===== src/rtl/bp_pht_port_scheduler.sv =====
// Arbitrates a single-port PHT SRAM between an init sweep, decode lookups and an in-order
// queue of execute-side counter updates, with lookup bypass from queued updates.
module bp_pht_port_scheduler #(
  parameter int unsigned INDEX_WIDTH = 10,
  parameter int unsigned QDEPTH      = 4
) (
  input  logic                   clk,
  input  logic                   rst_n,
  input  logic                   i_lkp_valid,
  input  logic [INDEX_WIDTH-1:0] i_lkp_index,
  output logic                   o_lkp_ready,
  output logic                   o_lkp_rvalid,
  output logic [1:0]             o_lkp_counter,
  output logic                   o_lkp_taken,
  input  logic                   i_fb_valid,
  input  logic [INDEX_WIDTH-1:0] i_fb_index,
  input  logic [1:0]             i_fb_counter,
  input  logic                   i_fb_taken,
  output logic                   o_fb_ready,
  output logic                   o_tbl_en,
  output logic                   o_tbl_we,
  output logic [INDEX_WIDTH-1:0] o_tbl_addr,
  output logic [1:0]             o_tbl_wdata,
  input  logic [1:0]             i_tbl_rdata,
  output logic                   o_init_done
);

  localparam int unsigned AW = $clog2(QDEPTH);
  localparam int unsigned PW = AW + 1;

  typedef enum logic [0:0] {StInit, StRun} state_e;

  state_e                 state_q;
  logic                   armed_q;
  logic [INDEX_WIDTH-1:0] sweep_q;
  logic [INDEX_WIDTH-1:0] q_idx_q [QDEPTH];
  logic [1:0]             q_data_q [QDEPTH];
  logic [PW-1:0]          wr_ptr_q, rd_ptr_q;
  logic                   rvalid_q, byp_hit_q;
  logic [1:0]             byp_data_q;

  logic          run, full, empty, lkp_acc, pop, push;
  logic [PW-1:0] occ;
  logic [1:0]    fb_next;
  logic          byp_hit_d;
  logic [1:0]    byp_data_d;
  logic [AW-1:0] slot;

  assign run         = (state_q == StRun);
  assign occ         = wr_ptr_q - rd_ptr_q;
  assign full        = (occ == PW'(QDEPTH));
  assign empty       = (occ == '0);
  assign o_lkp_ready = run & ~full;
  assign o_fb_ready  = run & ~full;
  assign o_init_done = run;
  assign lkp_acc     = o_lkp_ready & i_lkp_valid;
  // A full queue steals the port from decode; otherwise writes only fill idle cycles.
  assign pop         = run & ~empty & (full | ~i_lkp_valid);
  assign push        = i_fb_valid & o_fb_ready;

  always_comb begin
    fb_next = i_fb_counter;
    if (i_fb_taken) begin
      if (i_fb_counter != 2'b11) fb_next = i_fb_counter + 2'b01;
    end else begin
      if (i_fb_counter != 2'b00) fb_next = i_fb_counter - 2'b01;
    end
  end

  always_comb begin
    o_tbl_en    = 1'b0;
    o_tbl_we    = 1'b0;
    o_tbl_addr  = '0;
    o_tbl_wdata = 2'b00;
    if (state_q == StInit) begin
      if (armed_q) begin
        o_tbl_en    = 1'b1;
        o_tbl_we    = 1'b1;
        o_tbl_addr  = sweep_q;
        o_tbl_wdata = 2'b01;
      end
    end else if (pop) begin
      o_tbl_en    = 1'b1;
      o_tbl_we    = 1'b1;
      o_tbl_addr  = q_idx_q[rd_ptr_q[AW-1:0]];
      o_tbl_wdata = q_data_q[rd_ptr_q[AW-1:0]];
    end else if (lkp_acc) begin
      o_tbl_en   = 1'b1;
      o_tbl_addr = i_lkp_index;
    end
  end

  // Scan oldest to youngest so the youngest resident match wins.
  always_comb begin
    byp_hit_d  = 1'b0;
    byp_data_d = 2'b00;
    slot       = '0;
    for (int unsigned i = 0; i < QDEPTH; i++) begin
      slot = rd_ptr_q[AW-1:0] + AW'(i);
      if ((PW'(i) < occ) && (q_idx_q[slot] == i_lkp_index)) begin
        byp_hit_d  = 1'b1;
        byp_data_d = q_data_q[slot];
      end
    end
  end

  always_ff @(posedge clk or negedge rst_n) begin
    if (!rst_n) begin
      state_q    <= StInit;
      armed_q    <= 1'b0;
      sweep_q    <= '0;
      wr_ptr_q   <= '0;
      rd_ptr_q   <= '0;
      rvalid_q   <= 1'b0;
      byp_hit_q  <= 1'b0;
      byp_data_q <= 2'b00;
      for (int unsigned i = 0; i < QDEPTH; i++) begin
        q_idx_q[i]  <= '0;
        q_data_q[i] <= 2'b00;
      end
    end else begin
      armed_q  <= 1'b1;
      rvalid_q <= lkp_acc;
      if (lkp_acc) begin
        byp_hit_q  <= byp_hit_d;
        byp_data_q <= byp_data_d;
      end
      if (state_q == StInit) begin
        if (armed_q) begin
          sweep_q <= sweep_q + 1'b1;
          if (sweep_q == '1) state_q <= StRun;
        end
      end else begin
        if (push) begin
          q_idx_q[wr_ptr_q[AW-1:0]]  <= i_fb_index;
          q_data_q[wr_ptr_q[AW-1:0]] <= fb_next;
          wr_ptr_q                   <= wr_ptr_q + 1'b1;
        end
        if (pop) rd_ptr_q <= rd_ptr_q + 1'b1;
      end
    end
  end

  assign o_lkp_rvalid  = rvalid_q;
  assign o_lkp_counter = rvalid_q ? (byp_hit_q ? byp_data_q : i_tbl_rdata) : 2'b00;
  assign o_lkp_taken   = o_lkp_counter[1];

endmodule


===== config.mk =====
export PLATFORM = sky130hd
export DESIGN_NAME = bp_pht_port_scheduler
export DESIGN_NICKNAME = d
export VERILOG_FILES = /design/src/rtl/bp_pht_port_scheduler.sv
export SDC_FILE = /design/constraint.sdc
export NUM_CORES = 1
export LEC_CHECK = 0
export ABC_AREA = 1
export CORE_MARGIN = 3
export CORE_UTILIZATION = 53
export DETAILED_ROUTE_END_ITERATION = 10
export HOLD_SLACK_MARGIN = 0.1
export PLACE_DENSITY = 0.85
export RECOVER_POWER = 50
export SYNTH_ARGS = -nofsm -noshare
export SYNTH_HDL_FRONTEND = slang
export SYNTH_SLANG_ARGS = --single-unit

===== constraint.sdc =====
create_clock -name clk -period 6.9 [get_ports clk]
set_input_delay 1.38 -clock clk [delete_from_list [all_inputs] [get_ports clk]]
set_output_delay 1.38 -clock clk [all_outputs]
set_load 0.05 [all_outputs]

==> summary.md, run 1 <==
| Metric | Value |
|---|---|
| Status | `finished, violations left` |
| Failing checks | `max-capacitance violations, max-slew violations` |
| Endpoints failing hold | `0` |
| Syn nets | `~740` |
| Die H | `103.6 um` |
| Grt total ovfl | `0` |
| Initial drt markers | `435` |
| Die Width | `around 100 um` |
| First-pass GRT wire length | `22.94 mm` |
| # rows | `34` |
| Critical path class | `reg2out` |
| Routability cong. | `0.9693` |
| CP max stage cell | `clkdlybuf4s50_1` |
| Vias per inst | `5.714` |
| Cell chain of the critical path | `inv_1 -> ha_1 -> fa_1 -> inv_1 -> nand2_1 -> nand2_1 -> nand2_1 -> nand2_1 -> inv_1 -> nor3_2 -> inv_1 -> o221ai_1 -> clkdlybuf4s50_1` |
| Layout cell share with drive strength beyond 1 | `0.1027` |
| TritonRoute pass-1 iters | `5` |
| CP top delay family | `buffers and inverters` |
| Worst Slack Setup Final | `1641 ps` |
| Layout area overhead | `13.93%` |
| Antenna Nets Post-Route | `0` |
| Global Route Usage Sum | `0.2606` |
| Setup violators final | `0` |
| Worst path buffer plus inverter count | `5` |
| Async SR Flop Fraction | `1.000` |
| Worst EP arrival | `just under 4000 ps` |
| Largest net degree at the start of global routing | `71` |
| Via Count | `between 4,000 and 5,000` |
| Worst-Margin Slew | `3773 ps` |
| Final TNS setup | `0 ps` |
| Fmax | `190.1 MHz` |
| Final wirelength | `between 10 and 15 mm` |
| Top FF cell, synth | `dfrtp_1` |
| Peak supply drop | `0.1209 mV` |
| CTS Sinks | `70` |
| Fin crit period | `5259 ps` |
| Ant diodes | `0` |
| Clock Path Buffers | `2` |
| Placeable Area | `8976 sq um` |
| Post-CTS setup buffer count | `0` |
| Vias in the first global route | `4,711` |
| Final HPWL DP | `10.01 mm` |
| Pre-CTS WS | `1834 ps` |
| Synth Instances | `~700` |
| #FFs+latches synth | `70` |
| CTS tree | `built` |
| Fillers | `805` |
| Area leader, netlist | `dfrtp_1` |
| Hold WC Path Type | `reg2reg` |
| I/O pins | `50` |
| CP startpoint kind | `register` |
| Slew Limit Fails | `between 70 and 80` |
| Total power divided by cell area | `roughly 170 nW/um^2` |
| Clk slew on worst S/H paths | `~80 ps` |
| Final nets | `772` |
| Placed cells | `850` |
| Synth Area per Inst | `between 7 and 8 sq um` |
| Post-synth top area share | `0.3470` |
| Non-Filler Instances | `just under 900` |
| Top cells by area, synth | `dfrtp_1 35%, nand2_1 18%, nand3_1 12%` |
| Initial core utilization | `0.5624` |
| CP required | `between 5000 and 6000 ps` |
| Remaining DRCs | `0` |
| Ys Warns | `0` |
| Post-synthesis cell area | `5049 sq um` |
| Final period util | `0.7622` |
| Leak | `2.798 nW` |
| Clock Skew | `roughly 9.7 ps` |
| Count leader, synth | `nand2_1` |
| Max transition margin | `-1.515` |
| Register area share after synthesis | `0.3470` |
| # H-tree levels | `3` |
| Num CTS Buffers | `9` |
| Skew-Pair Late Insertion Delay | `350 ps` |
| DR WL/cell | `roughly 16 um` |
| # resized after CTS | `0` |
| Initial antenna violation count | `0` |
| Post-synth EDFFs | `0` |
| Synth top cells by count | `240 x nand2_1, 117 x nand3_1, 70 x dfrtp_1` |
| Die area | `roughly 11,000 sq um` |
| Slowest cell delay on critical path | `a little under 900 ps` |
| CP endpoint kind | `primary output` |
| CTS Hold Bufs | `0` |
| Root buf cell | `clkbuf_8` |
| Max Cap Violations | `1` |
| RSZ-0062 raised after global routing | `false` |
| Worst Path Max Fanout | `13` |
| Post-synth cell types | `between 40 and 50` |
| I/O Buffers | `49` |
==> flip-flops by register name (all words and copies together), names as in the netlist <==
register	count
armed_q	1
byp_data_q	2
byp_hit_q	1
o_init_done	1
o_lkp_rvalid	1
q_data_q	8
q_idx_q	40
rd_ptr_q	3
sweep_q	10
wr_ptr_q	3
==> cell type report <==
cell class / instances / area [sq um] / share of cell area
multi-input cells: 541 / 2899 / 0.5040
flip-flops and latches: 70 / 1752 / 0.3045
repair buffers: 54 / 519.2 / 0.09028
inverters: 59 / 224.0 / 0.03894
well taps: 126 / 157.7 / 0.02741
clock buffers: 11 / 141.4 / 0.02458
clock inverters: 5 / 58.81 / 0.01022
==> report_power, final <==
group | switching (W) | total, W | internal [W]
registers | 0.0000180 | 0.000446 | 0.000428
clock network | 0.000165 | 0.000342 | 0.000177
logic | 0.000103 | 0.000163 | 0.0000601
==> worst paths after layout <==
kind,slack (ps),to,cells after the start,from
max in group asynchronous,2360,byp_data_q[0],2,rst_n
min,470,sweep_q[9],1,sweep_q[9]
max reg2reg,3700,byp_data_q[1],14,rd_ptr_q[0]
min in group asynchronous,2430,q_idx_q[4],2,rst_n
max,1640,o_tbl_addr[6],13,wr_ptr_q[0]
min reg2reg,470,sweep_q[9],1,sweep_q[9]
==> per-layer routing <==
metal,global-route usage,up-vias,share of wire
met3,0.04353,28,0.076
met5,0,-,0
li1,-,2371,-
met1,0.3658,2306,0.44
met4,0.1035,0,0.031
met2,0.4028,243,0.45
==> through the flow <==
stage	power (W)	hold slack, ps	util	area (sq um)
finish	0.0009518	470.5	0.6408	5752
global route	0.0009834	503.4	0.6408	5752
CTS	0.0009536	472.3	0.6412	5756
detailed placement	0.0006143	459.9	0.6189	5555
global placement	0.0006104	458.8	0.6189	5555
floorplan	0.0005453	441.5	-	5049
==> cells by family (layout without fill, tap and decap cells) <==
family	Yosys count	after routing	synth area share
mux	44	44	0.09715
flops	70	70	0.3470
buf+inv	88	129	0.07881
simple gates	417	417	0.3581
xor+xnor	21	21	0.03643
fa+ha+maj	8	8	0.02131
compound gates	50	50	0.06047
other cells	1	1	0.0007428
==> placed cells by master (no fill, tap or decap), types with 2 or more instances in the layout <==
cell             count
nand3_1            117
inv_2                2
clkinvlp_4           2
dfrtp_1             70
mux2i_1              4
o211ai_1             3
nor2_1              32
clkbuf_8            10
clkbuf_1             2
o21a_1               2
mux2_2              37
o221ai_1            10
ha_1                 7
buf_4                4
nand4_1              6
clkdlybuf4s50_1     48
nor2_2               5
inv_1               56
xor2_1              20
nand3_2              2
o21ai_0             27
nand2_2              5
a21oi_1              4
mux2_1               3
o21ai_1              2
nor2_4               2
nand2_1            240
Note: power is estimated with default switching activity, not from simulation.
==> run 2: changes to the inputs <==
Clock period 6.9 ns to 5.5 ns, I/O delays scaled along.
==> run 2 against run 1 <==
Net effect:
- the run still ends with max-capacitance violations, max-slew violations left
- clock power rose by 26%
- largest cell class unchanged
- sequential power increased by 26%
- global-route usage fell by 0.32 points
- sequential cell count unchanged
- final cell count is the same
- combinational power up 25%
- non-clock buffer count unchanged
- register-to-register slack got worse by 1400 ps
- first-iteration DRC count is 18% higher
- sequential share of layout area did not move
- die area unchanged
- worst setup slack lost 1000 ps
==> summary.md, run 2 (synthesized netlist as in run 1, its figures left out) <==
| Metric | Value |
|---|---|
| Initial drt markers | `515` |
| # rows | `34` |
| Leak | `2.809 nW` |
| Placed cells | `850` |
| First-pass GRT wire length | `22.72 mm` |
| RSZ-0062 raised after global routing | `false` |
| Final nets | `772` |
| Vias per inst | `5.711` |
| Antenna Nets Post-Route | `0` |
| Final wirelength | `13.67 mm` |
| Max transition margin | `-1.488` |
| CP endpoint kind | `primary output` |
| Routability cong. | `1.014` |
| Endpoints failing hold | `0` |
| Top Usage Layer GRT | `met2` |
| Pre-CTS WS | `967.3 ps` |
| Die area | `roughly 11,000 sq um` |
| Via Count | `4,946` |
| Peak supply drop | `0.1419 mV` |
| I/O pins | `50` |
| Fillers | `747` |
| Clock Path Buffers | `2` |
| CTS tree | `built` |
| Total power divided by cell area | `207.7 nW/um^2` |
| Max Cap Violations | `1` |
| Top reg by flops | `q_idx_q` |
| Final TNS setup | `0 ps` |
| Global Route Usage Sum | `0.2574` |
| R2R cell count | `16` |
| Worst EP arrival | `3810 ps` |
| Remaining DRCs | `0` |
| Worst r2r dst | `byp_data_q[1]` |
| Setup violators final | `0` |
| Fmax | `203.8 MHz` |
| Layout cell share with drive strength beyond 1 | `0.1027` |
| CP required | `4400 ps` |
| Clock Skew | `8.916 ps` |
| Reg2reg setup slack | `2290 ps` |
| Critical path class | `reg2out` |
| # H-tree levels | `3` |
| Worst-Margin Slew | `3732 ps` |
| Non-Filler Instances | `866` |
| Most common cell after layout, fill and taps aside | `nand2_1` |
| GRT met2 Usage | `0.4093` |
| DR WL/cell | `about 16 um` |
| CTS Hold Bufs | `0` |
| Worst Slack Setup Final | `around 600 ps` |
| Met1 Use GR | `0.3415` |
| Root buf cell | `clkbuf_8` |
| Initial core utilization | `0.5624` |
| FF-to-FF Start | `rd_ptr_q[0]` |
| Die Width | `around 100 um` |
| Grt total ovfl | `0` |
| Skew-Pair Late Insertion Delay | `approximately 360 ps` |
| TritonRoute pass-1 iters | `7` |
| Ant diodes | `0` |
| Fin crit period | `slightly below 5000 ps` |
| Most frequent cells in the layout | `240 x nand2_1, 117 x nand3_1, 70 x dfrtp_1` |
| Final period util | `0.8919` |
| Worst Path Max Fanout | `13` |
| Largest net degree at the start of global routing | `between 70 and 80` |
| Fin Hold WS | `482.2 ps` |
| Num CTS Buffers | `9` |
| CP startpoint | `wr_ptr_q[0]` |
| Slew Limit Fails | `between 70 and 80` |
| CP startpoint kind | `register` |
| Largest registers | `q_idx_q (40), sweep_q (10), q_data_q (8)` |
| Worst Setup EP | `o_tbl_addr[6]` |
| Max reg flops | `40` |
| CTS Sinks | `70` |
| Clk slew on worst S/H paths | `80 ps` |
| Fin util | `0.6408` |
| Post-CTS setup buffer count | `0` |
| Vias in the first global route | `4,732` |
| Initial antenna violation count | `0` |
| Placeable Area | `8976 sq um` |
| Layout area overhead | `13.93%` |
| Final HPWL DP | `9.853 mm` |
| Met3 GRT Util | `0.05037` |
| I/O Buffers | `49` |
| Status | `finished, violations left` |
| Hold WC Path Type | `reg2reg` |
| Failing checks | `max-capacitance violations, max-slew violations` |
| Die H | `103.6 um` |
| # resized after CTS | `0` |
-- run 2: cell count changes in the layout (fill, tap and decap cells not counted) --
cell        delta
clkbuf_8       +1
clkinv_2       +2
clkinv_4       -1
clkinvlp_4     -2
-- run 2: through the flow --
stage / power (W) / area [sq um]
2_1_floorplan: 0.0006841 / 5049
3_5_place_dp: 0.0007708 / 5555
6_report: 0.001195 / 5752
4_1_cts: 0.001198 / 5756
5_1_grt: 0.001237 / 5752
3_3_place_gp: 0.0007664 / 5555
-- run 2: layout make-up --
| class | count | area [sq um] | area share |
|---|---|---|---|
| clock buffers | 12 | 155.1 | 0.02697 |
| clock inverters | 4 | 45.04 | 0.007831 |
| inverters | 59 | 224.0 | 0.03894 |
| multi-input cells | 541 | 2899 | 0.5040 |
| flip-flops and latches | 70 | 1752 | 0.3045 |
| well taps | 126 | 157.7 | 0.02741 |
| repair buffers | 54 | 519.2 | 0.09028 |
-- run 2: critical path: stages, from the launching register on --
cell	delay, ps
dfrtp_1	390
inv_1	110
ha_1	230
fa_1	530
nand2_1	70
inv_1	80
nand2_1	80
nand2_1	90
inv_1	50
nor3_2	320
inv_1	320
o221ai_1	320
clkdlybuf4s50_1	860
-- run 2: worst min-delay path by stage --
stage,startpoint,endpoint,depth (start not counted)
final,sweep_q[9],sweep_q[9],1
after global routing,sweep_q[9],sweep_q[9],1
after CTS,sweep_q[9],sweep_q[9],1
after detailed placement,sweep_q[9],sweep_q[9],1
after global placement,sweep_q[7],sweep_q[7],1
after floorplan,sweep_q[9],sweep_q[9],1
-- run 2: layer usage --
metal	wire length, um	share of wire
met3	1273	0.093
met4	410	0.030
met5	0	0
met2	6348	0.46
met1	5639	0.41
-- run 2: where the power goes --
part           switching, W  total, W  internal [W]
logic              0.000129  0.000204     0.0000748
clock network      0.000199  0.000431      0.000232
registers         0.0000220  0.000560      0.000538
total              0.000350   0.00119      0.000844
